File: config.mk
export PLATFORM = sky130hd
export DESIGN_NAME = zero15_tx
export DESIGN_NICKNAME = d
export VERILOG_FILES = /design/src/rtl/zero15_pkg.sv /design/src/rtl/zero15_chip_gen.sv /design/src/rtl/zero15_tx.sv
export SDC_FILE = /design/constraint.sdc
export NUM_CORES = 1
export LEC_CHECK = 0
export BUFFER_PORTS_ARGS = -buffer_cell sky130_fd_sc_hd__buf_4
export CAP_MARGIN = 0
export CELL_PAD_IN_SITES_DETAIL_PLACEMENT = 1
export CELL_PAD_IN_SITES_GLOBAL_PLACEMENT = 1
export CORE_MARGIN = 5
export CORE_UTILIZATION = 38
export DETAILED_ROUTE_END_ITERATION = 12
export PLACE_DENSITY_LB_ADDON = 0.1
export SLEW_MARGIN = 20
export SYNTH_ARGS = -nofsm -noshare
export SYNTH_HDL_FRONTEND = slang
export SYNTH_HIERARCHICAL = 1
export SYNTH_SLANG_ARGS = --single-unit
File: constraint.sdc
create_clock -name clk -period 2.75 [get_ports clk]
set_input_delay 0.1375 -clock clk [delete_from_list [all_inputs] [get_ports clk]]
set_output_delay 0.1375 -clock clk [all_outputs]
set_load 0.02 [all_outputs]
File: src/rtl/zero15_pkg.sv
// rtl/zero15_pkg.sv - shared constants, chip code and FSM state type for the zero-15 transmitter
package zero15_pkg;

    localparam int N_CHIPS  = 15;
    localparam int SPC      = 16;
    localparam int SAMPLE_W = 18;

    // Chip code, MSB is the first chip on the air.
    localparam logic [N_CHIPS-1:0] CODE = 15'b111011001010000;

    localparam logic [3:0] LAST_SAMP = 4'(SPC - 1);
    localparam logic [3:0] LAST_CHIP = 4'(N_CHIPS - 1);

    typedef enum logic {
        ST_IDLE,
        ST_SEND
    } state_t;

endpackage

File: src/rtl/zero15_chip_gen.sv
// rtl/zero15_chip_gen.sv - sample/chip counters and chip code lookup
// Counters hold the index of the next sample to emit and wrap to 0 after the symbol's last sample.
module zero15_chip_gen
    import zero15_pkg::*;
(
    input  logic clk,
    input  logic reset,
    input  logic advance,
    output logic chip_pos,
    output logic last
);

    logic [3:0] samp_cnt;
    logic [3:0] chip_cnt;

    always_ff @(posedge clk) begin
        if (reset) begin
            samp_cnt <= 4'd0;
            chip_cnt <= 4'd0;
        end else if (advance) begin
            if (samp_cnt == LAST_SAMP) begin
                samp_cnt <= 4'd0;
                chip_cnt <= (chip_cnt == LAST_CHIP) ? 4'd0 : chip_cnt + 4'd1;
            end else begin
                samp_cnt <= samp_cnt + 4'd1;
            end
        end
    end

    assign chip_pos = CODE[LAST_CHIP - chip_cnt];
    assign last     = (chip_cnt == LAST_CHIP) && (samp_cnt == LAST_SAMP);

endmodule

File: src/rtl/zero15_tx.sv
// rtl/zero15_tx.sv - zero-15 spread-spectrum transmitter, 240 samples per bit
// Define ZERO15_TX_BIPOLAR_EN to send bit 1 as the negated code; otherwise bit 1 is on-off keyed (zeros).
module zero15_tx
    import zero15_pkg::*;
#(
    parameter logic signed [SAMPLE_W-1:0] AMP = 18'sd8192
) (
    input  logic                       clk,
    input  logic                       reset,
    input  logic                       bit_in,
    input  logic                       bit_valid,
    output logic                       bit_ready,
    output logic signed [SAMPLE_W-1:0] sample_out,
    output logic                       sample_valid,
    output logic                       busy
);

    state_t state, state_nxt;
    logic   cur_bit;
    logic   last_q;
    logic   hs;
    logic   emit;
    logic   bit_sel;
    logic   chip_pos;
    logic   gen_last;
    logic signed [SAMPLE_W-1:0] sample_nxt;

    zero15_chip_gen u_chip_gen (
        .clk      (clk),
        .reset    (reset),
        .advance  (emit),
        .chip_pos (chip_pos),
        .last     (gen_last)
    );

    always_comb begin
        state_nxt  = state;
        bit_ready  = 1'b0;
        hs         = 1'b0;
        emit       = 1'b0;
        bit_sel    = cur_bit;
        sample_nxt = '0;

        // last_q marks that sample 239 is on the output, so a new bit can chain on without a gap.
        bit_ready = !reset && ((state == ST_IDLE) || last_q);
        hs        = bit_valid && bit_ready;
        emit      = hs || ((state == ST_SEND) && !last_q);
        bit_sel   = hs ? bit_in : cur_bit;

        if (hs)
            state_nxt = ST_SEND;
        else if ((state == ST_SEND) && last_q)
            state_nxt = ST_IDLE;

`ifdef ZERO15_TX_BIPOLAR_EN
        sample_nxt = (chip_pos ^ bit_sel) ? AMP : -AMP;
`else
        if (bit_sel)
            sample_nxt = '0;
        else
            sample_nxt = chip_pos ? AMP : -AMP;
`endif
    end

    always_ff @(posedge clk) begin
        if (reset) begin
            state        <= ST_IDLE;
            cur_bit      <= 1'b0;
            last_q       <= 1'b0;
            sample_out   <= '0;
            sample_valid <= 1'b0;
        end else begin
            state <= state_nxt;
            if (hs)
                cur_bit <= bit_in;
            if (emit) begin
                sample_out   <= sample_nxt;
                sample_valid <= 1'b1;
                last_q       <= gen_last;
            end else begin
                sample_out   <= '0;
                sample_valid <= 1'b0;
                last_q       <= 1'b0;
            end
        end
    end

    assign busy = (state == ST_SEND);

endmodule

# After elaboration in Yosys (flattened, before gate mapping)
# Memory sizes are Yosys's and may differ from the RTL's.
# Index checks and enable logic that the tools add are counted.
dict set report totals {
  ff_bits 30
  rom_bits 16
  mem_count 1
}
dict set report op_classes {
  addsub 3
  order_cmp 1
  n_eq_ne 2
  mux 8
  bitwise 2
  n_reduce_logical 13
}
# memory words word_bits rd rd_ports_with_merged_regs write_ports line
set memory_table {}
lappend memory_table {{(name not given)} 16 1 1 0 0 zero15_chip_gen.sv:30} ;# assign chip_pos = CODE[LAST_CHIP - chip_cnt];
# operator count
set ops {}
lappend ops {{2-to-1 mux 18 bit} 1}
lappend ops {{adder 4 x 1 -> 4 bit, second input constant} 2}
lappend ops {{equality test 4 bit, second input constant} 2}
lappend ops {{2-to-1 mux 4 bit} 2}
lappend ops {{logical AND 1 bit} 5}
lappend ops {{less-than comparator 4 x 5 -> 1 bit, second input constant} 1}
lappend ops {{2-to-1 mux 1 bit} 5}
lappend ops {{subtractor 4 bit, first input constant} 1}
lappend ops {{OR reduction 3 bit} 1}
lappend ops {{logical NOT 1 bit} 2}
lappend ops {{logical OR 1 bit} 2}
lappend ops {{inverter 1 bit} 2}
lappend ops {{AND reduction 2 bit} 1}
lappend ops {{nonzero test 2 bit} 1}
lappend ops {{OR reduction 2 bit} 1}

# Longest topological paths before layout
dict set report logic_depth {
  ltp_word 7
  depth_mapped 7
  depth_no_buf 6
}

# Modules after synthesis
# The synthesis kept the hierarchy.
# mod n_inst cells_per_inst area_each_um2 seq_area_each_um2
set by_module_without_submodules {}
lappend by_module_without_submodules {zero15_chip_gen 1 59 478.0 160.2}
lappend by_module_without_submodules {zero15_tx 1 39 354.1 120.1}

# Worst setup path before layout
# No wires, ideal clock.
dict set report synth_timing {
  kind {reg-to-reg}
  from {reg state, in the netlist busy}
  to {reg u_chip_gen.chip_cnt[3]}
  setup_ns 0.128
  t_arrival_ns 1.490
  required_time_ns 2.622
  path_slack_ns 1.132
  path_stages_with_launch 7
  path_buffers 1
  period_less_slack_ns 1.618
  path_cell_list {dfxtp_1 > nand2b_4 > buf_6 > o21ai_0 > nand4_1 > o31ai_1 > a21oi_1}
}
dict set report synth_between {
  elab_chain_len 6
  word_cells_on_any_way 7
  cone_classes {1 x bitwise; 6 x reduce/logical}
}
# element line
set synth_rtl {}
lappend synth_rtl {{start: declaration} zero15_tx.sv:18} ;# state_t state, state_nxt;
lappend synth_rtl {{start signal: assignment} zero15_tx.sv:73} ;# state <= state_nxt;
lappend synth_rtl {{inverter 1 bit} zero15_tx.sv:45} ;# bit_ready = !reset && ((state == ST_IDLE) || last_q);
lappend synth_rtl {{logical OR 1 bit} zero15_tx.sv:45}
lappend synth_rtl {{logical AND 1 bit} zero15_tx.sv:45}
lappend synth_rtl {{logical AND 1 bit} zero15_tx.sv:46} ;# hs = bit_valid && bit_ready;
lappend synth_rtl {{logical OR 1 bit *} zero15_tx.sv:47} ;# emit = hs || ((state == ST_SEND) && !last_q);
lappend synth_rtl {{net emit} zero15_tx.sv:22} ;# logic emit;
lappend synth_rtl {{AND reduction 2 bit (no source line) *} n/a}
lappend synth_rtl {{end signal: assignment} zero15_chip_gen.sv:23} ;# chip_cnt <= (chip_cnt == LAST_CHIP) ? 4'd0 : chip_cnt + 4'd1;
lappend synth_rtl {{end: declaration} zero15_chip_gen.sv:14} ;# logic [3:0] chip_cnt;
# Mark *: on every way through the listed nets, which the timed path passes. The rest lies on a longest branch.
# A chain may end at the register's enable or synchronous reset.

# Final worst setup path
# Ends and elaborated chain as after synthesis.

==> reports/summary.txt <==
Synth Flop Type - dfxtp_1
number of post-CTS setup repair buffers - 0
worst path required time - 2.92 ns
final setup fails - 0
Synth Area in XOR/XNOR - 0.0421
clk_lat worst skew - 0.28 ns
IO buf count - 11
global route overflow - 0
Critical Path End - u_chip_gen/chip_cnt[3]
largest family of logic cells by synthesized area - simple AND/OR/NAND/NOR gates
Layout area overhead - 7.07%
critical path type - flip-flop to flip-flop
share of synthesized registers carrying an async set or reset - 0
Synth warnings - 6
clk buf depth - 2
post-synth design cell area - 832 µm²
slowest stage delay, CP - 0.38 ns
Synth Area in Compound Gates - 0.135
total power - 0.000423 W
Critical Path, Cell by Cell - nand2b_4 -> o21ai_0 -> nand4_1 -> o31ai_1 -> a21oi_1
first element of the critical path - busy
register-to-register setup slack - 1.14 ns
Max-cap violations - 0
final critical-path share of the clock period - 0.585
adder-cell share of the synthesized area - 0.0602
placed instance area - 855 µm²
Post-Layout Inst Area - 891 µm²
vias per cell - 4.63
fmax - 621 MHz
Reg clk slew, reported paths - 0.09 ns
via count - 621
area share of the largest cell type after synthesis - 0.337
count leader, synth - buf_4
max-slew violations - 0
library cells used by synthesis - 33
CTS sink cnt - 14
critical path endpoint category - flip-flop
Gate Count Post-Synth - 98
Residual DRC - 0
DRT Pass-1 Iters - 2
Seq cells post-synth - 14
fillers - 275
Initial Util - 0.387
Max Used Layer - met4
crit path DAT - 1.78 ns
Clk Tree Root Cell - clkbuf_4
Post-synth EDFFs - 0
Max-slew headroom - 0.509
DIE WIDTH - 56.8 µm
syn_area_per_cell - 8.49 µm²
CTS Buf Count - 3
H-Tree Depth - 1
post-DP HPWL - 1180 µm
total negative slack - 0 ns
Leakage - 0.373 nW
crit path time final - 1.61 ns
RD Place Congestion - 0.751
Tightest Pin Transition - 0.729 ns
CTS tree - yes
Fin. Hold Viols - 0
DIE HEIGHT - 56.8 µm
Final #Nets - 115
layout cells sized above 1 - 0.189
Reg2Reg Depth - 5
antenna violations before repair - 0
Post-Synth Simple-Gate Area - 0.206
critical path peak fanout - 7
post-synth top area cell - dfxtp_1
sequential area share after synthesis - 0.337
Crit-path slowest cell - dfxtp_1
drt wl/cell - 11.4 µm
Worst R2R Start - busy
Post-Route WL - 1530 µm
Ports - 25
DRT met1 WL - 699 µm
antenna-violating nets left - 0
first-pass GRT wire length - 2660 µm
Cell Pwr Density - 475 nW/µm²
hold buffer count at cts - 0
1st-iter DRT viols - 2
ANT cells - 0
worst vdd ir - 0.258 mV
met3 routed WL - 90 µm
All-Layer GR Usage - 0.106
pin count of the biggest net entering global routing - 17
synth top area cells - dfxtp_1 (34%), buf_4 (14%), ha_1 (6.0%), a21oi_1 (5.4%), nand3_1 (3.0%)
met2 routed WL - 725 µm
HP Class - primary input to flip-flop
post-CTS resize count - 0
Final Skew - 0.00780 ns
DIE AREA - 3230 µm²
mux share of post-synthesis cell area - 0.0241
vias in the first global route - 606
Startpoint Class - flip-flop
status - finished, final reports clean
reg2reg end - u_chip_gen/chip_cnt[3]
Post-synth top cells - buf_4 (16), dfxtp_1 (14), a21oi_1 (9)
RSZ-0062 raised after global routing - false
row cnt - 17
Core Footprint - 2150 µm²
==> power by group <==
group          internal [W]   total, W  switching, W
logic             0.0000198  0.0000601     0.0000403
registers          0.000211   0.000217    0.00000624
clock network     0.0000806   0.000146     0.0000652
==> worst min-delay path by stage <==
stage / endpoint / start / cells after the start / slack (ns)
final: cur_bit / bit_in / 3 / 0.1
after floorplan: busy / reset / 1 / 0.20
after detailed placement: cur_bit / bit_in / 3 / 0.40
after global routing: cur_bit / bit_in / 3 / 0.10
after global placement: cur_bit / bit_in / 3 / 0.39
after CTS: cur_bit / bit_in / 3 / 0.09
==> stage by stage <==
step	hold WS, ns	setup slack (ns)	std cells	utilization
after CTS	0.0932	1.14	134	0.415
after global placement	0.394	1.08	130	0.398
after global routing	0.100	0.956	134	0.415
after floorplan	0.204	1.13	110	-
after detailed placement	0.396	1.00	130	0.398
final	0.0998	1.14	134	0.415
==> critical path: cells and delay by family, from the launching register on <==
kind,cells,cell delay (ns)
DFF,1,0.38
and+or+nand+nor,2,0.41
AOI/OAI and AO/OA,3,0.70
==> cell type report <==
cell class                      instances  area [µm²]  share of cell area
Clock buffer                            4        36.3              0.0407
Inverter                                5        18.8              0.0211
Timing Repair Buffer                   11        82.6              0.0927
Sequential cell                        14         280               0.315
Tap cell                               28        35.0              0.0393
Multi-Input combinational cell         72         438               0.492
==> metal layers <==
metal | GRT usage | vias up
li1 | - | 316
met1 | 0.126 | 288
met2 | 0.158 | 15
met3 | 0.0529 | 2
met4 | 0.0464 | 0
met5 | 0 | -
==> kinds of logic (layout without fill, tap and decap cells) <==
group | after synthesis | count (layout)
flops | 14 | 14
compound gates | 19 | 19
fa+ha+maj | 4 | 4
other cells | 1 | 13
buf+inv | 24 | 20
simple gates | 30 | 30
mux | 2 | 2
xor+xnor | 4 | 4
==> registers in the layout (all words and copies together) (netlist names) <==
signal               cells
last_q                   1
sample_valid             1
busy                     1
u_chip_gen/chip_cnt      4
sample_out               2
cur_bit                  1
u_chip_gen/samp_cnt      4
==> cells in the final DEF, fill, tap and decap left out, drive strengths merged, types with 3 or more instances in the layout <==
cell,count
clkbuf,4
ha,4
nand2,7
nand3,5
buf,11
dfxtp,14
a21oi,10
nor2,4
inv,5
conb,13
o21ai,5
nor2b,3
Note: power is estimated with default switching activity, not from simulation.
